<file path="src/rtl/mlp_pkg.sv">
// Shared constants, state encoding and address helper for the MLP load sequencer.
package mlp_pkg;

  localparam int N_LAYERS    = 8;
  localparam int ROWS        = 16;
  localparam int WPR         = 8;
  localparam int LAYER_GAP   = 4;
  localparam int RES_WORDS   = 128;
  localparam int TIMEOUT     = 4096;
  localparam int AW          = 12;
  localparam int DW          = 32;
  localparam int BURST_WORDS = ROWS * WPR;
  localparam int WEIGHT_BASE = 128;

  // Terminal values, sized to the counters that compare against them.
  localparam logic [3:0]  ROW_LAST   = 4'(ROWS - 1);
  localparam logic [2:0]  WORD_LAST  = 3'(WPR - 1);
  localparam logic [2:0]  LAYER_LAST = 3'(N_LAYERS - 1);
  localparam logic [2:0]  GAP_LAST   = 3'(LAYER_GAP - 1);
  localparam logic [11:0] TMO_LAST   = 12'(TIMEOUT - 1);
  localparam logic [6:0]  RES_LAST   = 7'(RES_WORDS - 1);

  typedef enum logic [2:0] {
    IDLE,
    LOAD_IN,
    LOAD_W,
    GAP,
    WAIT_RES,
    DONE,
    ERR
  } state_t;

  // Weights of layer L follow the input matrix, one 128-word block per layer.
  function automatic logic [AW-1:0] weight_addr(input logic [2:0] layer, input logic [6:0] idx);
    return AW'(WEIGHT_BASE) + AW'(layer) * AW'(BURST_WORDS) + AW'(idx);
  endfunction

endpackage

</file>
<file path="src/rtl/mlp_load_sequencer_if.sv">
// Tagged load stream from the sequencer to the accelerator.
interface mlp_load_sequencer_if;
  import mlp_pkg::*;

  logic          load_en;
  logic [DW-1:0] load_payload;
  logic          load_type;
  logic [3:0]    input_load_number;
  logic [3:0]    layer_number;
  logic [2:0]    weight_number;

  modport master (
    output load_en, load_payload, load_type,
    output input_load_number, layer_number, weight_number
  );

  modport slave (
    input load_en, load_payload, load_type,
    input input_load_number, layer_number, weight_number
  );

endinterface

</file>
<file path="src/rtl/mlp_load_addr_gen.sv">
// Row/word/layer counters, buffer address and the tag pipeline stage that
// lines the tags up with read data returning one cycle after the read.
module mlp_load_addr_gen
  import mlp_pkg::*;
(
  input  logic          clk,
  input  logic          rst_n,
  input  logic          clear,
  input  logic          issue,
  input  logic          input_phase,
  input  logic          next_layer,
  output logic [AW-1:0] addr,
  output logic          last_word,
  output logic          last_layer,
  output logic          tag_valid,
  output logic          tag_type,
  output logic [3:0]    tag_row,
  output logic [3:0]    tag_layer,
  output logic [2:0]    tag_word
);

  logic [3:0] row;
  logic [2:0] word;
  logic [2:0] layer;
  logic [6:0] idx;

  assign idx        = {row, word};
  assign last_word  = (row == ROW_LAST) && (word == WORD_LAST);
  assign last_layer = (layer == LAYER_LAST);
  assign addr       = input_phase ? AW'(idx) : weight_addr(layer, idx);

  // Walk words inside a row, then rows; layer only advances when the FSM asks.
  always_ff @(posedge clk or negedge rst_n) begin
    if (!rst_n) begin
      row   <= '0;
      word  <= '0;
      layer <= '0;
    end else if (clear) begin
      row   <= '0;
      word  <= '0;
      layer <= '0;
    end else begin
      if (issue) begin
        if (word == WORD_LAST) begin
          word <= '0;
          row  <= (row == ROW_LAST) ? '0 : row + 4'd1;
        end else begin
          word <= word + 3'd1;
        end
      end
      if (next_layer) begin
        layer <= layer + 3'd1;
      end
    end
  end

  // Register the tags of each issued read so they meet the returning data.
  always_ff @(posedge clk or negedge rst_n) begin
    if (!rst_n) begin
      tag_valid <= 1'b0;
      tag_type  <= 1'b0;
      tag_row   <= '0;
      tag_layer <= '0;
      tag_word  <= '0;
    end else begin
      tag_valid <= issue;
      tag_type  <= issue && input_phase;
      tag_row   <= issue ? row : '0;
      tag_layer <= (issue && !input_phase) ? {1'b0, layer} : '0;
      tag_word  <= issue ? word : '0;
    end
  end

endmodule

</file>
<file path="src/rtl/mlp_load_sequencer.sv">
// Host-side load sequencer: streams inputs and all layer weights out of the
// buffer with tags, then captures the result stream into the result buffer.
module mlp_load_sequencer
  import mlp_pkg::*;
(
  input  logic          clk,
  input  logic          rst_n,
  input  logic          start_i,
  output logic          busy_o,
  output logic          done_o,
  output logic          error_o,
  output logic          mem_rd_en_o,
  output logic [AW-1:0] mem_addr_o,
  input  logic [DW-1:0] mem_rdata_i,
  mlp_load_sequencer_if.master load,
  input  logic          result_valid_i,
  input  logic [DW-1:0] result_payload_i,
  output logic          res_we_o,
  output logic [6:0]    res_addr_o,
  output logic [DW-1:0] res_wdata_o
);

  state_t        state, state_next;
  logic          rd_en, clear, input_phase, next_layer, start_acc, res_acc;
  logic [AW-1:0] addr;
  logic          last_word, last_layer;
  logic          tag_valid, tag_type;
  logic [3:0]    tag_row, tag_layer;
  logic [2:0]    tag_word;
  logic [2:0]    gap_cnt;
  logic [11:0]   tmo_cnt;
  logic [6:0]    res_cnt;

  mlp_load_addr_gen u_addr_gen (
    .clk         (clk),
    .rst_n       (rst_n),
    .clear       (clear),
    .issue       (rd_en),
    .input_phase (input_phase),
    .next_layer  (next_layer),
    .addr        (addr),
    .last_word   (last_word),
    .last_layer  (last_layer),
    .tag_valid   (tag_valid),
    .tag_type    (tag_type),
    .tag_row     (tag_row),
    .tag_layer   (tag_layer),
    .tag_word    (tag_word)
  );

  // State register.
  always_ff @(posedge clk or negedge rst_n) begin
    if (!rst_n) state <= IDLE;
    else        state <= state_next;
  end

  // Sequencing: input burst, weight bursts separated by gaps, then result wait.
  always_comb begin
    state_next  = state;
    rd_en       = 1'b0;
    clear       = 1'b0;
    input_phase = 1'b0;
    next_layer  = 1'b0;
    start_acc   = 1'b0;
    res_acc     = 1'b0;
    case (state)
      IDLE: begin
        if (start_i) begin
          state_next = LOAD_IN;
          clear      = 1'b1;
          start_acc  = 1'b1;
        end
      end
      LOAD_IN: begin
        rd_en       = 1'b1;
        input_phase = 1'b1;
        if (last_word) state_next = LOAD_W;
      end
      LOAD_W: begin
        rd_en = 1'b1;
        if (last_word) begin
          if (last_layer) begin
            state_next = WAIT_RES;
          end else begin
            state_next = GAP;
            next_layer = 1'b1;
          end
        end
      end
      GAP: begin
        if (gap_cnt == GAP_LAST) state_next = LOAD_W;
      end
      WAIT_RES: begin
        if (result_valid_i) begin
          res_acc = 1'b1;
          if (res_cnt == RES_LAST) state_next = DONE;
        end else if (tmo_cnt == TMO_LAST) begin
          state_next = ERR;
        end
      end
      DONE:    state_next = IDLE;
      ERR:     state_next = IDLE;
      default: state_next = IDLE;
    endcase
  end

  // Gap length, result-silence timeout and captured result count.
  always_ff @(posedge clk or negedge rst_n) begin
    if (!rst_n) begin
      gap_cnt <= '0;
      tmo_cnt <= '0;
      res_cnt <= '0;
    end else begin
      gap_cnt <= (state == GAP && gap_cnt != GAP_LAST) ? gap_cnt + 3'd1 : '0;
      tmo_cnt <= (state == WAIT_RES && !result_valid_i) ? tmo_cnt + 12'd1 : '0;
      if (start_acc) begin
        res_cnt <= '0;
      end else if (res_acc) begin
        res_cnt <= (res_cnt == RES_LAST) ? '0 : res_cnt + 7'd1;
      end
    end
  end

  // Registered result-buffer write and the sticky timeout flag.
  always_ff @(posedge clk or negedge rst_n) begin
    if (!rst_n) begin
      res_we_o    <= 1'b0;
      res_addr_o  <= '0;
      res_wdata_o <= '0;
      error_o     <= 1'b0;
    end else begin
      res_we_o    <= res_acc;
      res_addr_o  <= res_acc ? res_cnt : '0;
      res_wdata_o <= res_acc ? result_payload_i : '0;
      if (start_acc)               error_o <= 1'b0;
      else if (state_next == ERR)  error_o <= 1'b1;
    end
  end

  assign busy_o      = (state == LOAD_IN) || (state == LOAD_W) || (state == GAP) || (state == WAIT_RES);
  assign done_o      = (state == DONE);
  assign mem_rd_en_o = rd_en;
  assign mem_addr_o  = rd_en ? addr : '0;

  assign load.load_en           = tag_valid;
  assign load.load_payload      = tag_valid ? mem_rdata_i : '0;
  assign load.load_type         = tag_type;
  assign load.input_load_number = tag_row;
  assign load.layer_number      = tag_layer;
  assign load.weight_number     = tag_word;

endmodule

</file>
<file path="src/flat_wrapper.sv">
// flat-port wrapper written by rule: the top's interface ports become plain ports
module mlp_load_sequencer_flat import mlp_pkg::*;
  (clk, rst_n, start_i, busy_o, done_o, error_o, mem_rd_en_o, mem_addr_o, mem_rdata_i, result_valid_i, result_payload_i, res_we_o, res_addr_o, res_wdata_o, load_load_en, load_load_payload, load_load_type, load_input_load_number, load_layer_number, load_weight_number);
  mlp_load_sequencer_if load_i ();
  input  logic clk;
  input  logic rst_n;
  input  logic start_i;
  output logic busy_o;
  output logic done_o;
  output logic error_o;
  output logic mem_rd_en_o;
  output logic [AW-1:0] mem_addr_o;
  input  logic [DW-1:0] mem_rdata_i;
  input  logic result_valid_i;
  input  logic [DW-1:0] result_payload_i;
  output logic res_we_o;
  output logic [6:0] res_addr_o;
  output logic [DW-1:0] res_wdata_o;
  output wire logic [$bits(load_i.load_en)-1:0] load_load_en;
  output wire logic [$bits(load_i.load_payload)-1:0] load_load_payload;
  output wire logic [$bits(load_i.load_type)-1:0] load_load_type;
  output wire logic [$bits(load_i.input_load_number)-1:0] load_input_load_number;
  output wire logic [$bits(load_i.layer_number)-1:0] load_layer_number;
  output wire logic [$bits(load_i.weight_number)-1:0] load_weight_number;
  assign load_load_en = load_i.load_en;
  assign load_load_payload = load_i.load_payload;
  assign load_load_type = load_i.load_type;
  assign load_input_load_number = load_i.input_load_number;
  assign load_layer_number = load_i.layer_number;
  assign load_weight_number = load_i.weight_number;
  mlp_load_sequencer u_core (.clk(clk), .rst_n(rst_n), .start_i(start_i), .busy_o(busy_o), .done_o(done_o), .error_o(error_o), .mem_rd_en_o(mem_rd_en_o), .mem_addr_o(mem_addr_o), .mem_rdata_i(mem_rdata_i), .load(load_i), .result_valid_i(result_valid_i), .result_payload_i(result_payload_i), .res_we_o(res_we_o), .res_addr_o(res_addr_o), .res_wdata_o(res_wdata_o));
endmodule
</file>
<file path="config.mk">
export PLATFORM = sky130hd
export DESIGN_NAME = mlp_load_sequencer_flat
export DESIGN_NICKNAME = d
export VERILOG_FILES = /design/src/rtl/mlp_pkg.sv /design/src/rtl/mlp_load_sequencer_if.sv /design/src/rtl/mlp_load_addr_gen.sv /design/src/rtl/mlp_load_sequencer.sv /design/src/flat_wrapper.sv
export SDC_FILE = /design/constraint.sdc
export NUM_CORES = 1
export LEC_CHECK = 0
export CORE_MARGIN = 2
export CORE_UTILIZATION = 38
export DETAILED_ROUTE_END_ITERATION = 6
export GPL_ROUTABILITY_DRIVEN = 0
export PLACE_DENSITY = 0.77
export SETUP_SLACK_MARGIN = 0.4
export SLEW_MARGIN = 20
export SYNTH_ARGS = -nofsm -noshare
export SYNTH_HDL_FRONTEND = slang
export SYNTH_HIERARCHICAL = 1
export SYNTH_SLANG_ARGS = --single-unit
export TNS_END_PERCENT = 100
</file>
<file path="constraint.sdc">
create_clock -name clk -period 2.3 [get_ports clk]
set_clock_uncertainty 0.2 [all_clocks]
set_input_delay 0.23 -clock clk [delete_from_list [all_inputs] [get_ports clk]]
set_output_delay 0.23 -clock clk [all_outputs]
set_load 0.005 [all_outputs]
</file>
# After elaboration in Yosys (flattened, before gate mapping)

Index checks and enable logic that the tools add are counted.

Equality and inequality tests: 13
Reduce and logical (&&, ||, !) cells: 18
Mux-type cells: 42
Add/subtract/negate cells: 8

Operators with widths:

| cell                  | number |
|---|---|
| $mux 32               | 2 |
| $mux 3                | 16 |
| $mux 12               | 3 |
| $mux 7                | 4 |
| $mux 4                | 5 |
| $eq 3x3->1 const B    | 5 |
| $pmux 3 s5            | 1 |
| $add 11x7->12         | 1 |
| $add 12x1->12 const B | 1 |
| $eq 12x12->1 const B  | 1 |
| $add 8x10->11 const A | 1 |
| $mux 1                | 11 |
| $reduce_bool 2->1     | 5 |
| $add 3x1->3 const B   | 3 |
| $eq 3x2->1 const B    | 3 |
| $add 7x1->7 const B   | 1 |
| $eq 7x7->1 const B    | 1 |
| $logic_and 1x1->1     | 5 |
| $add 4x1->4 const B   | 1 |
| $eq 4x4->1 const B    | 1 |
| $eq 3x1->1 const B    | 1 |
| $logic_not 3->1       | 1 |
| $logic_or 1x1->1      | 3 |
| $ne 3x2->1 const B    | 1 |
| 3 further kinds       | 4 |

Output and inout port bits: 101
Register bits: 88
Word-level logic and storage cells: 97

# Logic depth before layout (Yosys ltp)

Gate-level depths: netlist of run 1.

Depth after elaboration: 7
Mapped depth: 8
Depth with buffers taken out: 7

# Modules after synthesis

The synthesis of run 1 kept the hierarchy.

Modules (own cells, without submodules):

| module             | area an instance (um^2) | seq. area each (um^2) | instances | cells an instance |
|---|---|---|---|---|
| mlp_load_sequencer | 2869.0                  | 1651.6                | 1         | 270 |
| mlp_load_addr_gen  | 935.9                   | 550.5                 | 1         | 79 |

# Least setup slack after synthesis of run 1

OpenSTA, ideal clock, no wires.

Path kind: flip-flop to flip-flop
Start point: register u_core.u_addr_gen.word[0]
End point: register u_core.u_addr_gen.layer[1]
Data arrival time: 1842 ps
Period minus slack after synthesis: 2174 ps
Setup slack: 126 ps
Required time: 1968 ps
Cell stages (with the launch flop): 8
Cells stage by stage: dfrtp_1 > ha_1 > ha_1 > and4_1 > nand2_1 > nor4_1 > mux2i_1 > nor2_1

Cells in the longest elaborated chain, start to end: 5

Ends and longest elaborated chain:

| element                     | RTL line                 | source |
|---|---|---|
| start, declared             | mlp_load_addr_gen.sv:23  | `logic [2:0] word;` |
| start signal, assigned      | mlp_load_addr_gen.sv:48  | `word <= word + 3'd1;` |
| $eq 3x3->1                  | mlp_load_addr_gen.sv:28  | `assign last_word = (row == ROW_LAST) && (word == WORD_LAST);` |
| $logic_and 1x1->1           | mlp_load_addr_gen.sv:28  |  |
| named net u_core.last_word  | mlp_load_sequencer.sv:26 | `logic last_word, last_layer;` |
| $mux 1                      | mlp_load_sequencer.sv:81 | `if (last_word) begin` |
| $mux 1                      | mlp_load_sequencer.sv:66 | `case (state)` |
| named net u_core.next_layer | mlp_load_sequencer.sv:24 | `logic rd_en, clear, input_phase, next_layer, start_acc, res_acc;` |
| $reduce_bool 2->1 (no line) | n/a                      |  |
| end signal, assigned        | mlp_load_addr_gen.sv:52  | `layer <= layer + 3'd1;` |
| end, declared               | mlp_load_addr_gen.sv:24  | `logic [2:0] layer;` |

The timed path passes the listed nets, and every way through them passes these cells.
A chain may end at the register's enable or synchronous reset.

# Worst setup path in the final report of run 1

Start point: register u_core.state[1]
End point: output mem_addr_o[10]

Cells in the longest elaborated chain, start to end: 4
Elaborated cells between the ends (all ways): 7

Ends and longest elaborated chain:

| element                                          | RTL line                                          | source |
|---|---|---|
| start, declared                                  | mlp_load_sequencer.sv:23                          | `state_t state, state_next;` |
| start signal, assigned                           | mlp_load_sequencer.sv:54                          | `else state <= state_next;` |
| $eq 3x1->1 / $eq 3x2->1 (equally long branches)  | mlp_load_sequencer.sv:66                          |  |
| $mux 1 / $reduce_or 2->1 (equally long branches) | n/a                                               |  |
| $mux 12 / $mux 1 (equally long branches)         | mlp_load_addr_gen.sv:30, mlp_load_sequencer.sv:66 |  |
| $mux 12 (*)                                      | mlp_load_sequencer.sv:143                         | `assign mem_addr_o = rd_en ? addr : '0;` |
| end, declared                                    | flat_wrapper.sv:12                                | `output logic [AW-1:0] mem_addr_o;` |

Every way passes the cells marked *; elsewhere a longest branch is shown, timed or not.

==> impl_metrics.json, run 1 <==
{
  "outcome": "finished clean",
  "insertion_delay_ps": 360,
  "crit_family": "flip-flops",
  "setup_viol": 0,
  "grt_pass1_wl_um": 16600,
  "cts_root_buf": "clkbuf_8",
  "area_growth_pct": 64.8,
  "grt_pass1_vias": 3195,
  "ys_types": 40,
  "grt_overflow_total": 0,
  "synth_seq_cells": 88,
  "vdd_ir_drop_max_mv": 0.245,
  "via_per_inst": 4.57,
  "worstPathArrival_ps": 1620,
  "initial_core_util": 0.391,
  "cp_cell_sequence": "nand2b_4 -> a21oi_4 -> buf_6 -> buf_16 -> and2_4 -> buf_6",
  "power.density_nw_per_um2": 492,
  "fmaxAchievable_ghz": 0.488,
  "die_x_um": 104,
  "core_um2": 9730,
  "io_pins": 169,
  "yosysTopAreaCell": "dfrtp_1",
  "syn_inst": 349,
  "crit_required_ps": 1870,
  "timing.final.crit_share": 0.891,
  "crit_slowest_cell": "dfrtp_2",
  "cp-start-kind": "flip-flop",
  "setup_slack_ps": 250,
  "drtPass1Iterations": 4,
  "layout-drive-gt1-share": 0.198,
  "cts_tree": "done",
  "cp-end-kind": "output pin",
  "antenna_found_initial": 0,
  "whs_ps": 149,
  "htreeDepth": 3,
  "grt_max_degree": 57,
  "hp-class": "primary input to asynchronous set/reset pin",
  "num_rows": 36,
  "via_count": 3129,
  "synth_edf_count": 0,
  "ys.flop_type": "dfrtp_1",
  "synth.area.top_cells": "dfrtp_1 (58%), and2_1 (15%), nor2_1 (3.3%)",
  "track_usage": 0.193,
  "port_buffers": 166,
  "synth.top_cells.by_count": "and2_1 (94), dfrtp_1 (88), nor2_1 (33)",
  "syn_area_um2": 3800,
  "cts_buffers": 9,
  "path_clk_slew_ps": 90,
  "ys_seq_area_frac": 0.579,
  "die_area_um2": 10800,
  "avgSynthCellArea_um2": 10.9,
  "drv_slew": 0,
  "worst-path-buf-inv": 3,
  "power.leakage_nw": 2.78,
  "dieHeight_um": 104,
  "dp.cells": 640,
  "postRouteAntennaNets": 0,
  "drc": 0,
  "hpwl_um": 6970,
  "cts.sinks": 88,
  "min_period_ps": 2050,
  "tns_ps": 0,
  "ys_warn_count": 6,
  "cts_buffer_depth": 2,
  "crit_top_cell": "buf_6",
  "synthMostInstantiatedCell": "and2_1",
  "total_power_mw": 3.09,
  "path_class": "flip-flop to output pin",
  "first_iter_violations": 116,
  "final_nets": 623,
  "pre_cts_ws_ps": 191,
  "max_stage_delay_ps": 440,
  "totalWireLength_um": 10200,
  "antenna_cells": 0,
  "hold_viol": 0,
  "drv_cap": 0,
  "rsz0062_at_grt": "true",
  "fill_cells": 770,
  "synth_top_area_share": 0.579,
  "wl_per_cell_um": 15.0,
  "ys_async_sr_fraction": 1.00,
  "critPathMaxFanout": 6,
  "instances_no_fill": 684
}
[routing by layer]
| metal | share of wire | GRT usage |
|---|---|---|
| met3 | 0.036 | 0.0439 |
| met1 | 0.42 | 0.239 |
| met4 | 0.018 | 0.0705 |
| met2 | 0.52 | 0.329 |
| met5 | 0 | 0 |
[logic make-up (layout without fill, tap and decap cells)]
| group | count (synthesis) | in the layout | share of synthesized area |
|---|---|---|---|
| and+or+nand+nor | 183 | 183 | 0.274 |
| DFF | 88 | 88 | 0.579 |
| buffers and inverters | 26 | 227 | 0.0345 |
| AOI/OAI and AO/OA | 23 | 23 | 0.0372 |
| xor gates and xnor gates | 14 | 14 | 0.0322 |
| adders and majority gates | 9 | 9 | 0.0296 |
| muxes | 5 | 5 | 0.0132 |
| other | 1 | 2 | 0.000986 |
[cell type report]
| cell class | count | area (um2) | share of cell area |
|---|---|---|---|
| flip-flops and latches | 88 | 2210 | 0.352 |
| inverters | 7 | 27.5 | 0.00439 |
| multi-input cells | 236 | 1630 | 0.260 |
| clock inverters | 7 | 52.6 | 0.00838 |
| well taps | 133 | 166 | 0.0265 |
| clock buffers | 9 | 124 | 0.0198 |
| repair buffers | 204 | 2060 | 0.329 |
[flip-flops by register name, indices dropped and copies added (netlist names), 4 cells and up]
| signal | flops |
|---|---|
| u_core/res_addr_o | 7 |
| u_core/res_wdata_o | 32 |
| u_core/u_addr_gen/tag_row | 4 |
| u_core/u_addr_gen/row | 4 |
| u_core/tmo_cnt | 12 |
| u_core/res_cnt | 7 |
[report_power, final]
part / internal [mW] / total (mW) / switching (mW)
registers: 1.64 / 1.70 / 0.0681
clock network: 0.404 / 0.963 / 0.560
logic: 0.266 / 0.418 / 0.151
total: 2.31 / 3.09 / 0.780
[stage by stage]
stage	util	area, um2
6_report	0.645	6270
5_1_grt	0.645	6270
4_1_cts	0.634	6170
3_5_place_dp	0.582	5660
3_3_place_gp	0.582	5660
2_1_floorplan	-	3850
[layout by cell type (no fill, tap or decap), types with 6 or more instances in the layout]
master / n
xor2_1: 9
dfrtp_1: 83
buf_6: 16
nand2_1: 15
buf_4: 28
and2_4: 12
a21oi_1: 9
nor2_1: 31
clkdlybuf4s50_1: 150
clkbuf_8: 9
nand3_1: 9
inv_1: 6
and2_1: 82
[path summary, 6_finish.rpt]
path,slack (ps),depth (start not counted),from,endpoint
max in group asynchronous,1080,3,rst_n,u_core/state[0]
min in group clk,220,2,result_payload_i[23],u_core/res_wdata_o[23]
worst min-delay path,150,2,rst_n,u_core/res_wdata_o[28]
worst min register to register,230,1,u_core/gap_cnt[0],u_core/gap_cnt[0]
worst max register to register,270,9,u_core/state[1],u_core/u_addr_gen/row[3]
worst max-delay path,250,6,u_core/state[1],mem_addr_o[10]
[what timing repair did]
action / in CTS / in global routing
hold buffers: 1 / 0
pin swaps: 12 / 10
setup endpoints to repair: 54 / 60
gates resized for setup: 97 / 18
buffers inserted: 19 / 5
endpoints found under the hold margin: 32 / 0
cloned: 2 / 1
Note: power is estimated with default switching activity, not from simulation.
==> run 2, diff against run 1 <==
--- a/config.mk
+++ b/config.mk
@@ -7,6 +7,7 @@
 export LEC_CHECK = 0
 export CORE_MARGIN = 2
 export CORE_UTILIZATION = 38
+export CTS_BUF_LIST = sky130_fd_sc_hd__clkbuf_16
 export DETAILED_ROUTE_END_ITERATION = 6
 export GPL_ROUTABILITY_DRIVEN = 0
 export PLACE_DENSITY = 0.77
==> impl_metrics.json, run 2 (same netlist as run 1, synthesis figures left out) <==
{
  "fill_cells": 724,
  "hold_viol": 0,
  "via_count": 3234,
  "final_nets": 636,
  "cts_root_buf": "clkbuf_16",
  "num_rows": 36,
  "rsz0062_at_grt": "true",
  "port_buffers": 166,
  "initial_core_util": 0.391,
  "hpwl_um": 6970,
  "drc": 0,
  "cp-end-kind": "output pin",
  "first_iter_violations": 138,
  "p_sw_uw": 833,
  "tns_ps": 0,
  "die_x_um": 104,
  "fmaxAchievable_ghz": 0.484,
  "io_pins": 169,
  "grt_pass1_wl_um": 17000,
  "cts_tree": "done",
  "power.leakage_nw": 3.40,
  "setup_viol": 0,
  "regMostFlops": "u_core/res_wdata_o",
  "insertion_delay_ps": 340,
  "layout_commonest_cell": "clkdlybuf4s50_1",
  "postRouteAntennaNets": 0,
  "total_power_mw": 3.48,
  "vdd_ir_drop_max_mv": 0.354,
  "totalWireLength_um": 11100,
  "cts.sinks": 88,
  "p_sw_frac": 0.239,
  "dieHeight_um": 104,
  "timing.final.crit_share": 0.898,
  "track_usage": 0.198,
  "min_period_ps": 2070,
  "drtPass1Iterations": 5,
  "gr-usage-met2": 0.336,
  "grt_max_degree": 57,
  "clock_power_share": 0.389,
  "antenna_cells": 0,
  "largest_reg_flops": 32,
  "pre_cts_ws_ps": 191,
  "grt_pass1_vias": 3200,
  "wl_per_cell_um": 15.9,
  "outcome": "finished clean",
  "via_per_inst": 4.64,
  "path_clk_slew_ps": 60,
  "area_growth_pct": 72.9,
  "hp-class": "primary input to asynchronous set/reset pin",
  "crit_required_ps": 1870,
  "top_usage_layer": "met2",
  "final_cell_mix": "clkdlybuf4s50_1 (123), dfrtp_1 (83), and2_1 (82)",
  "grt_overflow_total": 0,
  "layout-drive-gt1-share": 0.218,
  "cts_buffer_depth": 2,
  "met3_usage": 0.0539,
  "drv_cap": 0,
  "path_class": "flip-flop to output pin",
  "met1_usage": 0.247,
  "combPwrFrac": 0.120,
  "power.density_nw_per_um2": 529,
  "htreeDepth": 3,
  "reg_top3": "u_core/res_wdata_o (32), u_core/tmo_cnt (12)",
  "cts_buffers": 9,
  "core_um2": 9730,
  "whs_ps": 174,
  "seqPwrFrac": 0.491,
  "critPathMaxFanout": 5,
  "antenna_found_initial": 0,
  "die_area_um2": 10800,
  "worstPathArrival_ps": 1640,
  "setup_slack_ps": 234,
  "drv_slew": 0,
  "internal-power_mw": 2.65,
  "cp-start-kind": "flip-flop"
}
## run 2: cell types whose count changed in the layout (fill, tap and decap cells not counted)
| cell | before | now |
|---|---|---|
| buf_2 | 1 | 0 |
| buf_4 | 28 | 37 |
| buf_6 | 16 | 18 |
| clkbuf_16 | 1 | 12 |
| clkbuf_2 | 1 | 2 |
| clkbuf_8 | 9 | 0 |
| clkdlybuf4s50_1 | 150 | 123 |
| dlymetal6s2s_1 | 0 | 27 |
| mux2i_1 | 5 | 4 |
| mux2i_2 | 0 | 1 |
| nand2_2 | 0 | 1 |
| nand2_4 | 2 | 1 |
| o21ai_0 | 4 | 3 |
| o21ai_1 | 0 | 1 |
## run 2: metal layers
layer,vias up,wire [um]
met5,-,0
met4,0,173
met3,15,426
met2,67,5880
met1,1609,4590
li1,1543,-
## run 2: what timing repair did
action | in CTS | in global routing
gates cloned | 2 | 4
hold endpoints to repair | 32 | 0
pin swaps | 11 | 8
hold buffers | 1 | 0
gates resized for setup | 95 | 48
buffers inserted | 19 | 15
endpoints found under the setup margin | 57 | 60
## run 2: power groups by stage
stage | sequential (mW) | clock [mW] | combinational (mW)
3_3_place_gp | 1.73 | 0 | 0.400
3_5_place_dp | 1.74 | 0 | 0.416
6_report | 1.71 | 1.35 | 0.419
4_1_cts | 1.71 | 1.39 | 0.423
2_1_floorplan | 1.73 | 0 | 0.132
5_1_grt | 1.72 | 1.47 | 0.459
## run 2: final cells by class
class | count | area [um2] | share of cell area
multi-input combinational | 236 | 1630 | 0.248
sequential | 88 | 2210 | 0.336
timing repair buffer | 217 | 2270 | 0.345
clock inverter | 7 | 52.6 | 0.00799
inverter | 7 | 27.5 | 0.00418
tap | 133 | 166 | 0.0253
clock buffer | 9 | 225 | 0.0342
## run 2: final timing paths
kind                                            from                     end  slack, ps  cells past startpoint
max in group asynchronous                      rst_n         u_core/state[0]       1050                      3
setup reg to reg           u_core/u_addr_gen/word[0]         u_core/state[0]        290                      8
setup / recovery                     u_core/state[1]           mem_addr_o[9]        230                      6
hold / removal                                 rst_n  u_core/res_wdata_o[22]        170                      2
min in group clk                   u_core/gap_cnt[0]       u_core/gap_cnt[0]        230                      1
hold reg to reg                    u_core/gap_cnt[0]       u_core/gap_cnt[0]        230                      1
## run 2: per-stage QoR
step | area, um2 | instances | utilization
3_3_place_gp | 5660 | 640 | 0.582
6_report | 6580 | 697 | 0.676
4_1_cts | 6270 | 678 | 0.644
3_5_place_dp | 5660 | 640 | 0.582
5_1_grt | 6580 | 697 | 0.676
2_1_floorplan | 3850 | 350 | -
## run 2: worst max-delay path, cell delays in order (launching register included)
cell and delay [ps]:
dfrtp_2 430, nand2b_4 180, a21oi_4 210, buf_6 150, buf_16 110, and2_4 130, buf_6 80
==> run 3, diff against run 2 <==
--- a/config.mk
+++ b/config.mk
@@ -5,6 +5,7 @@
 export SDC_FILE = /design/constraint.sdc
 export NUM_CORES = 1
 export LEC_CHECK = 0
+export ABC_CLOCK_PERIOD_IN_PS = 2300
 export CORE_MARGIN = 2
 export CORE_UTILIZATION = 38
 export CTS_BUF_LIST = sky130_fd_sc_hd__clkbuf_16
==> results of run 3 <==
The final DEF is identical to that of run 2; final timing and power are the same.
